`config.mk`:
```
export PLATFORM = sky130hd
export DESIGN_NAME = if_fetch_queue
export DESIGN_NICKNAME = d
export VERILOG_FILES = /design/src/rtl/if_fetch_queue.sv
export SDC_FILE = /design/constraint.sdc
export NUM_CORES = 1
export LEC_CHECK = 0
export CELL_PAD_IN_SITES_DETAIL_PLACEMENT = 1
export CELL_PAD_IN_SITES_GLOBAL_PLACEMENT = 2
export CORE_MARGIN = 1.5
export CORE_UTILIZATION = 38
export DETAILED_ROUTE_END_ITERATION = 8
export PLACE_DENSITY_LB_ADDON = 0.25
export SLEW_MARGIN = 20
export SYNTH_ARGS = -nofsm -noshare
export SYNTH_HDL_FRONTEND = slang
export SYNTH_SLANG_ARGS = --single-unit
```
`constraint.sdc`:
```
create_clock -name i_clk -period 4.5 [get_ports i_clk]
set_input_delay 0.45 -clock i_clk [delete_from_list [all_inputs] [get_ports i_clk]]
set_output_delay 0.45 -clock i_clk [all_outputs]
set_load 0.03 [all_outputs]
```
`src/rtl/if_fetch_queue.sv`:
```
// Instruction-fetch stage: owns the fetch PC, issues in-order requests to a
// variable-latency instruction memory, and buffers returned instructions in a
// DEPTH-entry prefetch queue feeding decode over a valid/ready handshake.
// Redirects (exception > branch > jump) flush the queue and discard any
// responses that were already in flight on the wrong path.
module if_fetch_queue #(
  parameter int               XLEN        = 32,
  parameter int               DEPTH       = 4,
  parameter logic [XLEN-1:0]  RESET_PC    = '0,
  parameter int               INSTR_BYTES = 4
) (
  input  logic            i_clk,
  input  logic            i_rst_n,
  input  logic            i_pc_write,
  input  logic            i_exc,
  input  logic [XLEN-1:0] i_exc_addr,
  input  logic            i_branch_taken,
  input  logic [XLEN-1:0] i_branch_addr,
  input  logic            i_jump,
  input  logic [XLEN-1:0] i_jump_addr,
  output logic            o_imem_req,
  output logic [XLEN-1:0] o_imem_addr,
  input  logic            i_imem_rvalid,
  input  logic [XLEN-1:0] i_imem_rdata,
  output logic            o_valid,
  input  logic            i_ready,
  output logic [XLEN-1:0] o_instr,
  output logic [XLEN-1:0] o_next_pc
);

  localparam int              PW  = $clog2(DEPTH);
  localparam int              CW  = PW + 1;
  localparam logic [XLEN-1:0] INC = XLEN'(INSTR_BYTES);

  logic [XLEN-1:0] fetch_pc;
  logic [XLEN-1:0] resp_pc;
  logic [CW-1:0]   count;
  logic [CW-1:0]   outstanding;
  logic [CW-1:0]   drop_cnt;
  logic [PW-1:0]   rd_ptr;
  logic [PW-1:0]   wr_ptr;

  // Queue storage holds data only; it is never reset, outputs are gated instead.
  logic [XLEN-1:0] instr_mem [DEPTH];
  logic [XLEN-1:0] npc_mem   [DEPTH];

  logic            redir;
  logic [XLEN-1:0] redir_addr;
  logic [CW:0]     credit_used;
  logic            rsp_ok;
  logic            drop_hit;
  logic            push;
  logic            pop;

  // Fixed-priority redirect target selection: exception, then branch, then jump.
  always_comb begin
    redir      = i_exc | i_branch_taken | i_jump;
    redir_addr = i_jump_addr;
    if (i_exc)               redir_addr = i_exc_addr;
    else if (i_branch_taken) redir_addr = i_branch_addr;
  end

  // Queue slots plus in-flight requests never exceed DEPTH, so a push always fits.
  assign credit_used = {1'b0, count} + {1'b0, outstanding};
  assign o_imem_req  = i_rst_n & i_pc_write & ~redir & (credit_used < (CW+1)'(DEPTH));
  assign o_imem_addr = fetch_pc;

  // A response with nothing outstanding is spurious and is ignored entirely.
  assign rsp_ok   = i_imem_rvalid & (outstanding != '0);
  assign drop_hit = rsp_ok & (drop_cnt != '0);
  assign push     = rsp_ok & ~redir & (drop_cnt == '0);
  assign pop      = o_valid & i_ready;

  assign o_valid   = (count != '0);
  assign o_instr   = o_valid ? instr_mem[rd_ptr] : '0;
  assign o_next_pc = o_valid ? npc_mem[rd_ptr]   : '0;

  // Fetch/response PCs: both jump to the redirect target, else advance on issue/push.
  always_ff @(posedge i_clk or negedge i_rst_n) begin
    if (!i_rst_n) begin
      fetch_pc <= RESET_PC;
      resp_pc  <= RESET_PC;
    end else if (redir) begin
      fetch_pc <= redir_addr;
      resp_pc  <= redir_addr;
    end else begin
      if (o_imem_req) fetch_pc <= fetch_pc + INC;
      if (push)       resp_pc  <= resp_pc + INC;
    end
  end

  // Outstanding and drop counters; a redirect marks every in-flight response for drop.
  always_ff @(posedge i_clk or negedge i_rst_n) begin
    if (!i_rst_n) begin
      outstanding <= '0;
      drop_cnt    <= '0;
    end else begin
      outstanding <= outstanding + CW'(o_imem_req) - CW'(rsp_ok);
      if (redir)         drop_cnt <= outstanding - CW'(rsp_ok);
      else if (drop_hit) drop_cnt <= drop_cnt - CW'(1);
    end
  end

  // Queue occupancy and pointers; a redirect empties the queue after any pop this cycle.
  always_ff @(posedge i_clk or negedge i_rst_n) begin
    if (!i_rst_n) begin
      count  <= '0;
      rd_ptr <= '0;
      wr_ptr <= '0;
    end else if (redir) begin
      count  <= '0;
      rd_ptr <= '0;
      wr_ptr <= '0;
    end else begin
      count <= count + CW'(push) - CW'(pop);
      if (push) wr_ptr <= wr_ptr + PW'(1);
      if (pop)  rd_ptr <= rd_ptr + PW'(1);
    end
  end

  // Queue data write: instruction plus the PC of the following instruction.
  always_ff @(posedge i_clk) begin
    if (push) begin
      instr_mem[wr_ptr] <= i_imem_rdata;
      npc_mem[wr_ptr]   <= resp_pc + INC;
    end
  end

endmodule

```
[After elaboration in Yosys (flattened, before gate mapping)]
Memory sizes are Yosys's and may differ from the RTL's.
Index checks and enable logic that the tools add are counted.
Operators by class
  multiplexer cells: 17
  magnitude comparators: 1
  bitwise logic cells: 11
  reductions and logical operators: 8
  add/sub/neg operators: 11
Operator list (count)
  32-bit two-way mux: 8
  32-bit by 3-bit adder with 32-bit output, second input constant: 2
  3-bit two-way mux: 3
  3-bit nonzero test: 3
  3-bit by 1-bit subtractor with 3-bit output: 3
  1-bit AND: 8
  2-bit two-way mux: 4
  2-bit nonzero test: 4
  3-bit by 1-bit adder with 3-bit output: 2
  2-bit by 1-bit adder with 2-bit output, second input constant: 2
  3-bit by 3-bit adder with 4-bit output: 1
  4-bit by 3-bit less-than comparator with 1-bit output, second input constant: 1
  3-bit zero test: 1
  3-bit by 1-bit subtractor with 3-bit output, second input constant: 1
  1-bit two-way mux: 2
  1-bit OR: 2
  1-bit inverter: 1
Word-level totals
  word-level logic and storage cells: 57
  input bits: 136
  RAM bits: 256
  flip-flop bits (word level): 77
  memories: 2
Memories
  instr_mem: words 4, width 32, read ports 1, clocked after memory_dff 0, wr ports 1, RTL line 44  | logic [XLEN-1:0] instr_mem [DEPTH];
  npc_mem: words 4, width 32, read ports 1, clocked after memory_dff 0, wr ports 1, RTL line 45  | logic [XLEN-1:0] npc_mem [DEPTH];

[Logic depth before layout (Yosys ltp)]
Gate-level depths: netlist (run 1).
  depth after elaboration: 8
  mapped depth: 15

[Least setup slack after synthesis (run 1)]
No wires, ideal clock.
  kind: register to register
  start point: register drop_cnt[0]
  end point: memory instr_mem[0][0] (enable)
  required time: 4.071 ns
  period minus slack after synthesis: 3.355 ns
  setup time: 0.429 ns
  stages on the path, launching flop included: 8
  buffers on the path: 2
  arrival: 2.926 ns
  path slack: 1.145 ns
  path through: dfrtp_1 > inv_1 > ha_1 > nor2b_1 > and2_1 > clkbuf_1 > buf_2 > and3_1
On the way
  word-level cells in the longest chain between the ends: 4
RTL lines
  start: declaration: RTL line 39  | logic [CW-1:0] drop_cnt;
  start signal: assignment: RTL line 99  | if (redir) drop_cnt <= outstanding - CW'(rsp_ok);
  start signal: assignment: RTL line 100  | else if (drop_hit) drop_cnt <= drop_cnt - CW'(1);
  3-bit zero test: RTL line 71  | assign push = rsp_ok & ~redir & (drop_cnt == '0);
  1-bit AND: RTL line 71
  1-bit two-way mux: RTL line 123  | if (push) begin
  1-bit two-way mux (implied by the code): RTL line 124  | instr_mem[wr_ptr] <= i_imem_rdata;
  end: declaration: RTL line 44
No other way between the ends.

[Worst setup path after layout (run 1)]
  start point: register rd_ptr[0]
  end point: output o_next_pc[21]
On the way
  word-level cells in the longest chain between the ends: 2
RTL lines
  start: declaration: RTL line 40  | logic [PW-1:0] rd_ptr;
  start signal: assignment: RTL line 117  | if (pop) rd_ptr <= rd_ptr + PW'(1);
  memory 4 x 32 bit
  32-bit two-way mux: RTL line 76  | assign o_next_pc = o_valid ? npc_mem[rd_ptr] : '0;
  end: declaration: RTL line 28  | output logic [XLEN-1:0] o_next_pc
No other way between the ends.

==> results of run 1 <==
## cells in the final DEF, fill, tap and decap left out, drive strengths merged, types with 16 or more instances in the layout
cell and instances:
o21ai 56, dfrtp 75, a21oi 50, ha 16, clkbuf 46, a2bb2oi 26
nand3 27, inv 22, clkdlybuf4s50 231, nand4 25, buf 24, edfxtp 256
mux4 64, nand2 59, and2 76, nor2 36, xnor2 28
## layer usage
layer / GRT usage / share of wire / up-vias / wire (µm)
li1: - / - / 4546 / -
met1: 0.269 / 0.45 / 4957 / 18000
met2: 0.322 / 0.48 / 280 / 18900
met3: 0.0388 / 0.057 / 42 / 2280
met4: 0.0397 / 0.012 / 0 / 490
met5: 0 / 0 / - / 0
## cells by family after synthesis
family | share of synthesized area
mux | 0.0966
fa+ha+maj | 0.0158
buf+inv | 0.0285
simple gates | 0.104
compound gates | 0.103
flops | 0.628
xor+xnor | 0.0242
## worst paths after layout
check	from	to	slack [ns]	depth (start not counted)
setup / recovery	rd_ptr[0]$_DFFE_PN0P_	o_next_pc[21]	0.96	4
hold / removal	i_rst_n	resp_pc[12]$_DFFE_PN0P_	0.44	2
setup reg to reg	outstanding[2]$_DFF_PN0_	outstanding[2]$_DFF_PN0_	1.87	10
hold reg to reg	o_imem_addr[31]$_DFFE_PN0P_	o_imem_addr[31]$_DFFE_PN0P_	0.58	1
max in group asynchronous	i_rst_n	rd_ptr[0]$_DFFE_PN0P_	3.01	3
min in group i_clk	o_imem_addr[31]$_DFFE_PN0P_	o_imem_addr[31]$_DFFE_PN0P_	0.58	1
## worst max-delay path, cell delays in order, from the launching register on
cell	delay [ns]
dfrtp_4	0.78
buf_4	0.42
mux4_2	0.55
and2_1	0.18
clkdlybuf4s50_1	0.62
## report_power, final
group          leakage, nW  internal, mW  switching (mW)  total, mW
Clock                0.551          1.72            1.16       2.88
Combinational         2.76         0.403           0.489      0.892
Sequential            3.24          3.45           0.158       3.60
## registers in the layout, summed over array words and instances (netlist names)
signal,cells
instr_mem,128
npc_mem,128
o_imem_addr,31
resp_pc,31
count,3
drop_cnt,3
outstanding,3
rd_ptr,2
wr_ptr,2
## area by class of cell
| class | count | area [µm²] | area share |
|---|---|---|---|
| Clock inverter | 14 | 169 | 0.00876 |
| Sequential cell | 331 | 9570 | 0.496 |
| Inverter | 21 | 78.8 | 0.00409 |
| Multi-Input combinational cell | 630 | 5250 | 0.272 |
| Tap cell | 525 | 657 | 0.0341 |
| Clock buffer | 46 | 981 | 0.0509 |
| Timing Repair Buffer | 256 | 2570 | 0.134 |
## stage by stage
step	setup WS [ns]	hold slack, ns	instances
final	0.959	0.440	1823
after CTS	0.855	0.435	1823
after detailed placement	1.41	0.443	1762
after global routing	0.761	0.469	1823
after global placement	1.43	0.444	1762
after floorplan	1.15	0.154	1052
## repair_timing
| action | CTS | global route |
|---|---|---|
| hold endpoints to repair | 29 | 0 |
| hold buffers | 1 | 0 |
| setup endpoints to repair | 0 | 0 |
==> impl_metrics.ini, run 1 <==
[timing]
rsz0062_at_grt = no
report.final.hold_viol_count = 0
finalCritPeriodShare = 0.787
max_slew.worst_pin.slew_ns = 0.841
min_period_ns = 3.54
slew_headroom = 0.433
fin_worst_skew_ns = 0.0154
drv_slew = 0
fmaxAchievable_ghz = 0.282
finalSetupTns_ns = 0
final-setup-viol-count = 0

[detailed_routing]
drt_first_iter_violations = 575
wl_per_cell_um = 21.8
vias = 9825
wl_mm = 39.7
drc = 0
dr.pass1.iters = 8
ant_nets = 0
drt-vias-per-instance = 5.39

[synth]
synth.most_common_cell = edfxtp_1
synthCells = 1052
synth_area_um2 = 15200
synth_area_leader_cell = edfxtp_1
ys.flop_type = edfxtp_1
synth.top_cell.area_share = 0.505
yosys_register_bits = 331
netlist_top_cells_area = edfxtp_1 (50%), dfrtp_1 (12%), mux4_2 (9.5%), and2_1 (3.1%), a21oi_1 (1.6%)
ys_types = 71
avgSynthCellArea_um2 = 14.5
synth_warnings = 0
synth_edf_count = 256
synth_nets = 1206
synthArstFlopShare = 0.227
ys_seq_area_frac = 0.628
synth_commonest_cells = edfxtp_1 (256), and2_1 (75), dfrtp_1 (75)

[placement]
gp_congestion = 0.763
port_buffers = 233
hpwl_mm = 27.0
place_area_um2 = 18100

[finish]
drive_gt1_frac = 0.132
area_delta_synth_final_pct = 26.6
design_area_um2 = 19300
fill_cells = 3977
finalNetCount = 1430
antennaDiodeCount = 0
utilization = 0.486

[worst_setup_path]
cp_data_required_time_ns = 4.05
crit_fanout = 27
start_kind = flip-flop
arrival_ns = 3.09
worstSetupPathType = reg2out
endpoint_kind = output pin

[grt]
antenna_found_initial = 0
grt_max_degree = 66
grt_pass1_vias = 10369
track_usage = 0.195
grt_overflow = 0
grt_pass1_wl_mm = 61.8

[floorplanning]
start_util = 0.384
core_um2 = 39600
die_w_um = 203
die_height_um = 203
die_area_um2 = 41300
placementRows = 73
pin_count = 234

[clocking]
post_cts_resized = 0
clk_pin_slew_ns = 0.06
cts_htree_levels = 2
cts_buffer_depth = 3
tritoncts = done
cts_buffers = 36
clock-root-buffer = clkbuf_16
clock-sinks = 331
postCtsSetupBuffers = 0
insertion_delay_ns = 0.52

[power]
p_per_area_nw_per_um2 = 383
power_mw = 7.38
vdd_drop_max_mv = 0.225
leakage_nw = 6.56

[worst_hold_path]
hp-class = in2async

[run]
max_cap_viol_count = 0

[run_status]
status = finished clean
Note: power is estimated with default switching activity, not from simulation.
==> inputs of run 2 (changes only) <==
- clock period: 4.5 -> 3.67 ns (I/O delays scaled with it)
==> run 2 against run 1 <==
- combinational power grew 24%
- first-iteration DRC count is 13% lower
- clock power up 27%
- non-clock buffer count increased by 6
- worst hold slack worse by 0.092 ns
- routed wire length increased by 3.0%
- setup slack worse by 0.46 ns
- critical path type unchanged
==> impl_metrics.ini, run 2 (same netlist as run 1, synthesis figures left out) <==
[run_status]
status = finished clean

[worst_setup_path]
cp_cell_sequence = buf_12 -> mux4_2 -> and2_1 -> clkdlybuf4s50_1
cp_data_required_time_ns = 3.30
rr_worst_depth = 10
endpoint_kind = output pin
critPathBufInv = 2
ff2ff_setup_slack_ns = 0.99
start_kind = flip-flop
crit_fanout = 29
r2r_start = outstanding[2]$_DFF_PN0_
cp_slowest_stage_delay_ns = 0.65
arrival_ns = 2.81
critical_path_depth = 4
critPathTopFamily = buffers and inverters
worstSetupPathType = reg2out
crit_slowest_cell = dfrtp_4
r2r-end = outstanding[2]$_DFF_PN0_

[timing]
drv_slew = 0
final-setup-viol-count = 0
slew_headroom = 0.456
finalSetupTns_ns = 0
fin_worst_skew_ns = 0.0200
report.final.hold_viol_count = 0
holdWs_ns = 0.348
finalCritPeriodShare = 0.865
min_period_ns = 3.17
fmaxAchievable_ghz = 0.315
max_slew.worst_pin.slew_ns = 0.813
rsz0062_at_grt = no

[power]
power_mw = 9.18
vdd_drop_max_mv = 0.265
p_per_area_nw_per_um2 = 473
leakage_nw = 6.64

[detailed_routing]
ant_nets = 0
vias = 9893
wl_per_cell_um = 22.3
drt_first_iter_violations = 503
drc = 0
wl_mm = 40.9
dr.pass1.iters = 5
drt-vias-per-instance = 5.39

[finish]
antennaDiodeCount = 0
reg_top3 = instr_mem (128), npc_mem (128)
finalNetCount = 1437
area_delta_synth_final_pct = 27.5
fill_cells = 3971
design_area_um2 = 19400
most-common-layout-cells = edfxtp_1 (256), clkdlybuf4s50_1 (230), and2_1 (75), dfrtp_1 (73), mux4_2 (64)
final_common_cell = edfxtp_1
drive_gt1_frac = 0.139
utilization = 0.490

[floorplanning]
die_area_um2 = 41300
die_w_um = 203
start_util = 0.384
pin_count = 234
die_height_um = 203
placementRows = 73
core_um2 = 39600

[grt]
grt_pass1_wl_mm = 63.5
grt_use_met1 = 0.273
antenna_found_initial = 0
grt_max_degree = 66
use_met2 = 0.329
track_usage = 0.201
busiest_layer = met2
grt_use_met3 = 0.0379
grt_pass1_vias = 10639
grt_overflow = 0

[clocking]
post_cts_resized = 0
postCtsSetupBuffers = 0
tritoncts = done
clk_pin_slew_ns = 0.06
cts_buffer_depth = 3
insertion_delay_ns = 0.53
cts-hold-fix-buffers = 1
cts_htree_levels = 2
clock-sinks = 331
cts_buffers = 37
clock-root-buffer = clkbuf_16

[run]
max_cap_viol_count = 0

[worst_hold_path]
hp-class = in2reg
hold_path_startpoint = i_exc
hold_end = resp_pc[25]$_DFFE_PN0P_
hold-path-cell-count = 3

[placement]
hpwl_mm = 28.4
port_buffers = 233
gp_congestion = 0.803
place_area_um2 = 18200
## run 2: cell count changes in the layout (fill, tap and decap cells not counted), sizes merged
| cell | before | now |
|---|---|---|
| clkbuf | 46 | 45 |
| clkinvlp | 3 | 0 |
| bufinv | 3 | 4 |
| clkdlybuf4s50 | 231 | 230 |
| inv | 22 | 23 |
| clkinv | 7 | 16 |
| buf | 24 | 31 |
## run 2: cell type report
type	count	area (µm²)	share of cell area
flip-flops and latches	331	9570	0.493
multi-input cells	630	5250	0.270
repair buffers	262	2680	0.138
clock buffers	45	966	0.0497
well taps	525	657	0.0338
clock inverters	22	224	0.0115
inverters	21	78.8	0.00406
## run 2: layer usage
layer,wire (µm),vias to the layer above
li1,-,4558
met1,18400,4997
met2,19300,284
met3,2230,54
met4,879,0
met5,0,-
## run 2: how the worst max path moves through the flow
stage,from,end,slack (ns)
6_report,rd_ptr[0]$_DFFE_PN0P_,o_instr[31],0.50
5_1_grt,rd_ptr[0]$_DFFE_PN0P_,o_instr[31],0.34
2_1_floorplan,drop_cnt[0]$_DFFE_PN0P_,instr_mem[0][0]$_DFFE_PP_,0.32
4_1_cts,rd_ptr[0]$_DFFE_PN0P_,o_instr[4],0.42
3_5_place_dp,i_branch_taken,outstanding[2]$_DFF_PN0_,0.70
3_3_place_gp,i_branch_taken,o_imem_addr[9]$_DFFE_PN0P_,0.61
## run 2: worst register-to-register path, cell delays in order (launching register included)
cell and delay (ns):
dfrtp_1 0.44, ha_1 0.29, nor4b_1 0.36, nand3_1 0.12
buf_4 0.21, nor2_1 0.24, ha_1 0.20, inv_1 0.05
fa_1 0.38, xnor2_1 0.15, xnor2_1 0.13
## run 2: stage by stage
step	instances	setup slack, ns
global route	1836	0.342
finish	1836	0.497
global placement	1768	0.611
floorplan	1052	0.315
detailed placement	1768	0.696
CTS	1836	0.425
## run 2: power breakdown
part / switching (mW) / internal (mW) / total (mW)
sequential: 0.194 / 4.22 / 4.42
combinational: 0.612 / 0.501 / 1.11
clock: 1.48 / 2.17 / 3.65
